File: config.mk
export PLATFORM = sky130hd
export DESIGN_NAME = fsm_driver
export DESIGN_NICKNAME = d
export VERILOG_FILES = /design/src/rtl/fsm_driver_pkg.sv /design/src/rtl/fsm_driver_dwell_counter.sv /design/src/rtl/fsm_driver.sv
export SDC_FILE = /design/constraint.sdc
export NUM_CORES = 1
export LEC_CHECK = 0
export CAP_MARGIN = 20
export CORE_ASPECT_RATIO = 1.1
export CORE_MARGIN = 5
export CORE_UTILIZATION = 45
export CTS_BUF_LIST = sky130_fd_sc_hd__clkbuf_16
export DETAILED_ROUTE_END_ITERATION = 12
export DONT_BUFFER_PORTS = 1
export GPL_ROUTABILITY_DRIVEN = 0
export PLACE_DENSITY = 0.61
export SYNTH_ARGS = -nofsm -noshare
export SYNTH_HDL_FRONTEND = slang
export SYNTH_HIERARCHICAL = 1
export SYNTH_SLANG_ARGS = --single-unit
File: constraint.sdc
create_clock -name clk -period 9.05 [get_ports clk]
set_clock_uncertainty 0.1 [all_clocks]
set_input_delay 1.81 -clock clk [delete_from_list [all_inputs] [get_ports clk]]
set_output_delay 1.81 -clock clk [all_outputs]
set_load 0.1 [all_outputs]
File: src/rtl/fsm_driver_pkg.sv
// Shared types for the capture driver and its FSM core.
// Core state encoding, driver phases and select codes.
package fsm_driver_pkg;

  typedef enum logic [1:0] {
    ST_IDLE    = 2'b00,
    ST_EXPOSE  = 2'b01,
    ST_CONVERT = 2'b10,
    ST_READ    = 2'b11
  } state_e;

  typedef enum logic [1:0] {
    PH_WAIT_IDLE = 2'b00,
    PH_DWELL     = 2'b01,
    PH_REQ       = 2'b10,
    PH_ACK       = 2'b11
  } phase_e;

  localparam logic SEL_ADVANCE = 1'b0;
  localparam logic SEL_IDLE    = 1'b1;

  function automatic state_e next_state(
    input state_e s
  );
    state_e n;
    n = ST_IDLE;
    unique case (s)
      ST_IDLE:    n = ST_EXPOSE;
      ST_EXPOSE:  n = ST_CONVERT;
      ST_CONVERT: n = ST_READ;
      ST_READ:    n = ST_IDLE;
    endcase
    return n;
  endfunction

endpackage

File: src/rtl/fsm_driver_dwell_counter.sv
// Loadable down-counter timing the dwell in each core state.
// Ports: clk, reset, load/value, dec -> term (count is 1).
module dwell_counter #(
  parameter int W = 8
) (
  input  logic         clk,
  input  logic         reset,
  input  logic         load,
  input  logic         dec,
  input  logic [W-1:0] value,
  output logic         term
);

  logic [W-1:0] cnt;

  always_ff @(posedge clk or posedge reset) begin
    if (reset)
      cnt <= '0;
    else if (load)
      cnt <= value;
    else if (dec && cnt != '0)
      cnt <= cnt - 1'b1;
  end

  assign term = (cnt == {{(W-1){1'b0}}, 1'b1});

endmodule

File: src/rtl/fsm_driver.sv
// Sequences the FSM core IDLE->EXPOSE->CONVERT->READ->IDLE.
// Ports: start/abort/times in; current_state fed back; op/select/busy/done/err out.
module fsm_driver
  import fsm_driver_pkg::*;
#(
  parameter int EXP_W       = 8,
  parameter int ACK_TIMEOUT = 4
) (
  input  logic             clk,
  input  logic             reset,
  input  logic             start,
  input  logic             abort,
  input  logic [EXP_W-1:0] exp_time,
  input  logic [3:0]       conv_time,
  input  logic [7:0]       read_len,
  input  logic [1:0]       current_state,
  output logic             op,
  output logic             select,
  output logic             busy,
  output logic             done,
  output logic             err
);

  localparam int DW = (EXP_W > 8) ? EXP_W : 8;
  localparam int AW = $clog2(ACK_TIMEOUT + 1);
  localparam logic [AW-1:0] ACK_LAST = AW'(ACK_TIMEOUT - 1);

  phase_e           phase, phase_n;
  state_e           want_q, want_n;
  logic             sel_q, sel_n;
  logic             fin_q, fin_n;
  logic             pend_q, pend_n;
  logic             err_q, err_n;
  logic [AW-1:0]    ack_q, ack_n;
  logic [EXP_W-1:0] exp_q, exp_n;
  logic [3:0]       conv_q, conv_n;
  logic [7:0]       read_q, read_n;

  state_e           cur;
  logic             match;
  logic             abort_go;
  logic             finish;
  logic [DW-1:0]    dwell_t;
  logic             cnt_load, cnt_dec, cnt_term;

  assign cur   = state_e'(current_state);
  assign match = (cur == want_q);

  // A pending or live abort preempts any advance while still going forward.
  assign abort_go = !sel_q && (abort || pend_q);
  assign finish   = (phase == PH_ACK) && !abort_go
                 && match && (want_q == ST_IDLE);

  always_comb begin
    dwell_t = '0;
    unique case (want_q)
      ST_EXPOSE:  dwell_t = DW'(exp_q);
      ST_CONVERT: dwell_t = DW'(conv_q);
      ST_READ:    dwell_t = DW'(read_q);
      default:    dwell_t = '0;
    endcase
  end

  // The acknowledging cycle already sits in the new state, so it is
  // the first dwell cycle; the counter only covers the remainder.
  dwell_counter #(.W(DW)) u_dwell (
    .clk   (clk),
    .reset (reset),
    .load  (cnt_load),
    .dec   (cnt_dec),
    .value (dwell_t - 1'b1),
    .term  (cnt_term)
  );

  always_ff @(posedge clk or posedge reset) begin
    if (reset) begin
      phase  <= PH_WAIT_IDLE;
      want_q <= ST_IDLE;
      sel_q  <= SEL_ADVANCE;
      fin_q  <= 1'b0;
      pend_q <= 1'b0;
      err_q  <= 1'b0;
      ack_q  <= '0;
      exp_q  <= '0;
      conv_q <= '0;
      read_q <= '0;
    end else begin
      phase  <= phase_n;
      want_q <= want_n;
      sel_q  <= sel_n;
      fin_q  <= fin_n;
      pend_q <= pend_n;
      err_q  <= err_n;
      ack_q  <= ack_n;
      exp_q  <= exp_n;
      conv_q <= conv_n;
      read_q <= read_n;
    end
  end

  always_comb begin
    phase_n  = phase;
    want_n   = want_q;
    sel_n    = sel_q;
    fin_n    = fin_q;
    pend_n   = pend_q;
    err_n    = err_q;
    ack_n    = ack_q;
    exp_n    = exp_q;
    conv_n   = conv_q;
    read_n   = read_q;
    cnt_load = 1'b0;
    cnt_dec  = 1'b0;
    unique case (phase)
      PH_WAIT_IDLE: begin
        if (start && !abort && !err_q && cur == ST_IDLE) begin
          exp_n   = exp_time;
          conv_n  = conv_time;
          read_n  = read_len;
          sel_n   = SEL_ADVANCE;
          fin_n   = 1'b0;
          pend_n  = 1'b0;
          phase_n = PH_REQ;
        end
      end
      PH_REQ: begin
        want_n  = sel_q ? ST_IDLE : next_state(cur);
        ack_n   = '0;
        // op cannot repeat next cycle, so an abort here waits in ACK.
        pend_n  = abort && !sel_q;
        fin_n   = 1'b0;
        phase_n = fin_q ? PH_WAIT_IDLE : PH_ACK;
      end
      PH_ACK: begin
        if (abort_go) begin
          sel_n   = SEL_IDLE;
          pend_n  = 1'b0;
          phase_n = PH_REQ;
        end else if (match) begin
          if (want_q == ST_IDLE) begin
            phase_n = PH_WAIT_IDLE;
          end else if (dwell_t <= DW'(1)) begin
            sel_n   = SEL_ADVANCE;
            phase_n = PH_REQ;
          end else begin
            cnt_load = 1'b1;
            phase_n  = PH_DWELL;
          end
        end else if (ack_q == ACK_LAST) begin
          err_n   = 1'b1;
          sel_n   = SEL_IDLE;
          fin_n   = 1'b1;
          phase_n = PH_REQ;
        end else begin
          ack_n = ack_q + 1'b1;
        end
      end
      PH_DWELL: begin
        if (abort) begin
          sel_n   = SEL_IDLE;
          phase_n = PH_REQ;
        end else if (cnt_term) begin
          sel_n   = SEL_ADVANCE;
          phase_n = PH_REQ;
        end else begin
          cnt_dec = 1'b1;
        end
      end
    endcase
  end

  assign op     = (phase == PH_REQ);
  assign select = op && sel_q;
  assign busy   = (phase != PH_WAIT_IDLE) && !fin_q && !finish;
  assign done   = finish && !sel_q;
  assign err    = err_q;

endmodule

# Word-level counts from Yosys, hierarchy flattened
# Index checks and enable logic that the tools add are counted.
# totals
memories	0
latch_bits	0
wordCells	116
romBits	0
inputBits	26
out_inout_bits	5
ff_bits	39
ramBits	0
# op_classes
n_eq_ne	22
mux	41
add_sub_neg	3
bitwise	2
mul	0
order_cmp	1
shifts	0
n_div	0
reduce_logical	36
# op_table
op	count
case mux 8 bit (3 select lines)	1
2-to-1 mux 2 bit	10
2-to-1 mux 1 bit	19
2-to-1 mux 8 bit	2
case mux 2 bit (4 select lines)	2
subtractor 8 x 1 -> 8 bit (second input constant)	2
logical AND 1 bit	13
== test 2 bit (second input constant)	6
inequality test 2 bit (second input constant)	5
2-to-1 mux 3 bit	3
case mux 1 bit (3 select lines)	3
== test 8 x 1 -> 1 bit (second input constant)	1
less-or-equal comparator 8 x 1 -> 1 bit (second input constant)	1
inequality test 4 x 3 -> 1 bit (second input constant)	2
AND reduction 4 bit	2
nonzero test 8 bit	1
== test 2 x 1 -> 1 bit (second input constant)	3
logical NOT 1 bit	6
logical NOT 2 bit	3
case mux 3 bit (2 select lines)	1
AND reduction 3 bit	2
AND reduction 6 bit	1
nonzero test 2 bit	3
nonzero test 3 bit	2
other kinds (10)	11

# Logic depth before layout (Yosys ltp)
# depth
ltp_word	9
mapped_depth	13
depth_no_buf	10

# By module
# The synthesis kept the hierarchy.
# modules_own_cells
module	area_each_um2	cells_each	n_inst
fsm_driver	1909.3	178	1
dwell_counter	556.8	64	1

# Worst setup path after synthesis
# No wires, ideal clock.
# synth_timing
path_kind	input to output
from	in abort
to	out done
t_required_ns	7.140
stages	3
setup_slack_ns	2.693
arrival_ns	4.447
path_cell_list	o21ai_0 > nand3_1 > nor3_1
# synth_between
elab_chain_len	7
# synth_lines
item	line	text
start, declared	fsm_driver.sv:12	input logic abort,
logical OR 1 bit	fsm_driver.sv:50	assign abort_go = !sel_q && (abort || pend_q);
logical AND 1 bit	fsm_driver.sv:50	
logical NOT 1 bit	fsm_driver.sv:51	assign finish = (phase == PH_ACK) && !abort_go
logical AND 1 bit	fsm_driver.sv:51	
logical AND 1 bit (2 in a row)	fsm_driver.sv:52	&& match && (want_q == ST_IDLE);
logical AND 1 bit	fsm_driver.sv:175	assign done = finish && !sel_q;
end, declared	fsm_driver.sv:20	output logic done,
# No other way between the ends.

# Final worst setup path
# layout_timing
from	in abort
to	out busy
# layout_between
elab_chain_len	8
# layout_lines
item	line	text
logical OR 1 bit	fsm_driver.sv:50	
logical AND 1 bit	fsm_driver.sv:50	
logical NOT 1 bit	fsm_driver.sv:51	
logical AND 1 bit	fsm_driver.sv:51	
logical AND 1 bit (2 in a row)	fsm_driver.sv:52	
logical NOT 1 bit	fsm_driver.sv:174	assign busy = (phase != PH_WAIT_IDLE) && !fin_q && !finish;
logical AND 1 bit	fsm_driver.sv:174	
end, declared	fsm_driver.sv:19	output logic busy,
# No other way between the ends.

==> results.yml <==
synth:
  synth_adder_area_share_pct: 5.07
  synth-edff-count: 0
  syn-cell-area_um2: 2470
  syn_inst: 242
  ys_top_cells_by_area: "dfrtp_1, mux2_2, ha_1"
  synth_xor_area_share_pct: 2.49
  synth.avg_cell_area_um2: 10.2
  ys_seq_area_share_pct: 39.6
  synthMuxAreaShare_pct: 15.7
  synth-simple-area-share_pct: 19.0
  synth_top_family_by_area: "simple AND/OR/NAND/NOR gates"
  ys_async_sr_fraction_pct: 100
  ys_types: 55
  yosysWarnings: 6
  synth.largest_area_cell: "dfrtp_1"
  synth_compound_area_share_pct: 13.0
  ys_seq_elements: 39
  ys.flop_type: "dfrtp_1"
  synth_nets: 278
  synth_top_area_share_pct: 39.6
clock_network:
  cts_made_buffers: 5
  hold_buffers: 0
  cts_buffer_depth: 2
  cts_root_buf: "clkbuf_16"
  postCtsSetupRepairBufs: 0
  clock_latency_ns: 0.28
  clock_sinks: 39
  cts_tree: "done"
  cts_resized: 0
  htree_num_levels: 2
  clkTransAtPathRegs_ns: 0.05
worst_setup_path:
  critPathMaxFanout: 7
  timing.rr.start: "want_q[0]"
  cp.arrival_ns: 3.16
  cp-end-kind: "output port"
  crit_start: "abort"
  setup.worst_path.start_class: "primary input"
  crit_slowest_cell: "nor4_1"
  slowest_delay_ns: 0.38
  crit_required_ns: 7.14
  crit_chain: "o21ai_0 > nand3_1 > nor4_1 > nor3_2 > clkbuf_16"
  worstSetupPathType: "in2out"
sta:
  period_minus_slack_ns: 5.07
  setup_violations: 0
  fin_tns_setup_ns: 0
  drv_slew: 0
  grt_setup_unrepaired: "no"
  fin_crit_sh_pct: 56.0
  whs_ns: 0.402
  max_clock_freq_mhz: 197
  slew_headroom_pct: 35.3
  worstMarginPinSlew_ns: 0.975
  hold_violations: 0
  worst_slack_ns: 3.98
route:
  met1_length_mm: 2.40
  routed_wl_mm: 5.01
  first_iter_violations: 183
  wire_per_inst_um: 15.8
  postRouteAntennaNets: 0
  topRoutingLayerUsed: "met4"
  first_pass_iters: 4
  post-route-drc-count: 0
  viasPerCell: 5.74
  met3WireLength_um: 211
  vias: 1821
  wl_met2_mm: 2.33
finish:
  multi_input_comb_area_um2: 1370
  drive_gt1_share_pct: 19.0
  seqCellArea_um2: 976
  stdcell_area_um2: 2710
  antenna_cells: 0
  fillers: 501
  nets: 277
  syn2layout_area_growth_pct: 9.99
floorplan:
  core_area_um2: 5360
  dieArea_um2: 7060
  die_x_um: 80.6
  die_height_um: 87.6
  initial_utilization_pct: 46.0
  std_cell_rows: 28
  ios: 31
global_route:
  grt_usage_pct: 16.1
  grt_max_degree: 32
  antenna_found_initial: 0
  gr-total-overflow: 0
  grt_pass1_vias: 1810
  grt_pass1_wl_mm: 8.89
place:
  portBuffers: 0
  place_hpwl_mm: 3.58
  dpl_cell_area_um2: 2570
  pre_cts_ws_ns: 4.02
flow_run:
  maxCapViolCount: 0
power_and_ir_drop:
  vdd_drop_max_uv: 162
  leakagePower_nw: 1.18
  finalPower_uw: 951
  powerDensity_nw_per_um2: 351
hold_path:
  min_path_type: "reg2reg"
  worstHoldStart: "exp_q[2]"
outcome:
  status: "complete, no violations"
-- path summary, 6_finish.rpt --
path	endpoint	slack, ns	cells past startpoint
hold / removal	exp_q[2]	0.40	1
setup / recovery	busy	3.98	5
hold reg to reg	exp_q[2]	0.40	1
setup reg to reg	u_dwell/cnt[3]	5.62	11
max in group asynchronous	exp_q[7]	7.16	2
min in group asynchronous	u_dwell/cnt[0]	1.27	1
-- final cells by class --
| class | count | share of cell area, % |
|---|---|---|
| clock inverter | 3 | 0.554 |
| tap | 75 | 3.46 |
| timing repair buffer | 4 | 2.40 |
| sequential | 39 | 36.0 |
| clock buffer | 5 | 4.61 |
| inverter | 17 | 2.35 |
| multi-input combinational | 174 | 50.6 |
-- stage by stage --
stage	util (%)	instances
6_report	50.6	317
5_1_grt	50.6	317
4_1_cts	50.6	317
3_5_place_dp	48.0	309
3_3_place_gp	48.0	309
2_1_floorplan	-	242
-- flip-flops by register name, indices dropped and copies added (netlist names) --
register	count
ack_q	3
conv_q	4
err	1
exp_q	8
fin_q	1
pend_q	1
phase	2
read_q	8
sel_q	1
u_dwell/cnt	8
want_q	2
-- cells in the mapped netlist (all sizes together), types with 3 or more instances --
master and instances:
a21oi 3, a31oi 5, and2 4, buf 5, clkbuf 7, dfrtp 39
ha 10, inv 16, mux2 24, mux2i 11, nand2 18, nand2b 5
nand3 5, nor2 15, nor3 5, nor3b 4, nor4 3, o2111ai 3
o21ai 7, o22ai 3, o2bb2ai 3, o31ai 3, or4 6, or4b 3
xor2 5
-- kinds of logic after synthesis --
| family | Yosys count |
|---|---|
| buf+inv | 29 |
| simple gates | 80 |
| mux | 35 |
| xor+xnor | 7 |
| fa+ha+maj | 10 |
| flops | 39 |
| compound gates | 42 |
-- layer usage --
| metal | GRT usage, % | vias up |
|---|---|---|
| li1 | - | 879 |
| met1 | 22.5 | 887 |
| met2 | 24.7 | 48 |
| met3 | 3.60 | 7 |
| met4 | 5.53 | 0 |
| met5 | 0 | - |
-- where the power goes --
group / total, mW / internal, mW / switching, mW
registers: 0.344 / 0.246 / 0.0976
clock network: 0.168 / 0.100 / 0.0680
logic: 0.439 / 0.194 / 0.246
total: 0.951 / 0.540 / 0.411
-- critical path, delay by kind of cell --
family / cells / cell delay (ns)
simple gates: 3 / 0.79
compound gates: 1 / 0.35
buf+inv: 1 / 0.21
-- placed cells by master (no fill, tap or decap), types with 2 or more instances in the layout --
cell type   n
dfrtp_1    39
mux2_2     22
nand2_1    18
inv_1      16
nor2_1     15
mux2i_1    11
ha_1       10
clkbuf_16   7
o21ai_0     6
or4_1       6
nand3_1     5
nand2b_1    5
xor2_1      5
a31oi_1     5
and2_1      4
nor3b_1     4
o2bb2ai_1   3
nor3_1      3
o22ai_1     3
o2111ai_1   3
a21oi_1     3
clkinv_1    3
mux2_4      2
xnor2_1     2
or4b_2      2
o211ai_1    2
or3b_2      2
nand3b_1    2
nor4_1      2
a32o_1      2
nor3_2      2
o31ai_1     2
nand4_1     2
buf_4       2
o41ai_1     2
Note: power is estimated with default switching activity, not from simulation.
==> variant: new RTL, config.mk and constraints unchanged <==
Set the parameter `ACK_TIMEOUT` to 8 (it was 4).
--- a/src/rtl/fsm_driver.sv
+++ b/src/rtl/fsm_driver.sv
@@ -4,7 +4,7 @@
   import fsm_driver_pkg::*;
 #(
   parameter int EXP_W       = 8,
-  parameter int ACK_TIMEOUT = 4
+  parameter int ACK_TIMEOUT = 8
 ) (
   input  logic             clk,
   input  logic             reset,
Function: changed (Yosys sat finds a counterexample within 10 cycles, from zero or initial values and one cycle with reset high).
==> variant against the unedited design <==
Via count up 1.3%. Wire length up 5.3%. Synthesized area up 5.1%. Setup slack worse by 0.26 ns. Cell area up 2.4%. Power down 4.4%. Sequential cell count up 1. Maximum frequency down 4.9%. Die area up 4.5%. Largest power group unchanged. Critical path type unchanged.
==> variant: results (changes against the unedited design) <==
[layout]
nNetsFinal=282  ; was 277
clock_area_share_pct=4.818  ; was 5.166%
nonClockInverterCount=16  ; was 17
fillers=552  ; was 501
seq_share_pct=36.02  ; was 35.98%
nNonClkBuffers=3  ; was 4
multi_input_area_um2=1465  ; was 1374 um^2
drive_above_1_share_pct=22.27  ; was 19.01%
comb.multi_input.count=181  ; was 174

[grt]
grt_max_degree=21  ; was 32
met1_usage_pct=20.13  ; was 22.45%
grt_use_total_pct=15.88  ; was 16.10%
met2_usage_pct=25.44  ; was 24.70%
grt_pass1_wl_um=8997  ; was 8894 um

[route]
avgViaCountPerCell=5.694  ; was 5.744
wl_met2_um=2423  ; was 2332 um
wl_met3_um=350  ; was 211 um
drt_wl_total_um=5276  ; was 5012 um
highest_layer=met4  ; unchanged
first_pass_iters=4  ; unchanged
drtIter0Drc=160  ; was 183

[yosys]
synth_async_sr_flop_share_pct=100.0  ; unchanged
synth_common_cells=dfrtp_1, mux2_2, nor2_1  ; was dfrtp_1, mux2_2, nand2_1
synth-seq-cells=40  ; was 39
synthesis.nets=284  ; was 278
ys_seq_area_share_pct=38.63  ; was 39.57%
synth.distinct_cells=65  ; was 55
ys_top_cells_by_area=dfrtp_1, mux2_2, ha_1  ; unchanged

[place]
dp_hpwl_um=3874  ; was 3582 um

[clock_tree]
clkTransAtPathRegs_ns=0.05  ; about the same
post_cts_buffers=0  ; unchanged

[status]
outcome=complete, no violations  ; unchanged

[setup_path]
critPathArrivalTime_ns=3.42  ; was 3.16 ns
ff2ff_setup_slack_ns=5.04  ; was 5.62 ns
cp_max_fo=6  ; was 7

[power_and_ir_drop]
leakage_uw=0.001282  ; was 0.001179 uW
ir_drop_uv=160.0  ; was 162.1 uV

[sta]
holdWs_ns=0.4069  ; was 0.4017 ns
max_freq_ghz=0.1877  ; was 0.1974 GHz

[hold_path]
hp-class=reg -> reg  ; unchanged

[variant: final timing paths]
| path | endpoint | startpoint | depth (start not counted) |
|---|---|---|---|
| hold / removal | read_q[0]$_DFFE_PP0P_ | read_q[0]$_DFFE_PP0P_ | 1 |
| hold reg to reg | read_q[0]$_DFFE_PP0P_ | read_q[0]$_DFFE_PP0P_ | 1 |
| max in group asynchronous | exp_q[1]$_DFFE_PP0P_ | reset | 2 |
| setup reg to reg | u_dwell/cnt[2]$_DFFE_PP0P_ | want_q[1]$_DFFE_PP0P_ | 12 |
| setup / recovery | done | abort | 4 |
| min in group asynchronous | u_dwell/cnt[3]$_DFFE_PP0P_ | reset | 1 |
[variant: worst max-delay path: stages]
cell and delay, ns:
o21bai_4 0.19, nand3_1 0.15, nor2_1 0.36, and3_1 0.90
[variant: logic make-up after synthesis]
kind of cell	Yosys count	synth area share [%]
multiplexers	29	13.04
buffers and inverters	28	5.407
AO/OA/AOI/OAI	53	17.38
flip-flops	40	38.63
adder cells (fa/ha/maj)	9	4.346
AND/OR/NAND/NOR	83	17.82
XOR/XNOR	7	3.381
[variant: where the power goes]
part	total (uW)	internal, uW	switching [uW]
clock network	164	98.9	65.1
logic	408	176	232
registers	337	244	93.2
total	909	519	391
[variant: metrics by stage]
| stage | cells | power [uW] | utilization [%] | area (um^2) |
|---|---|---|---|---|
| floorplan | 249 | 679.8 | - | 2591 |
| global placement | 317 | 746.2 | 46.43 | 2645 |
| detailed placement | 317 | 748.7 | 46.43 | 2645 |
| CTS | 324 | 917.0 | 48.78 | 2779 |
| global route | 324 | 978.6 | 48.78 | 2779 |
| finish | 324 | 909.3 | 48.78 | 2779 |
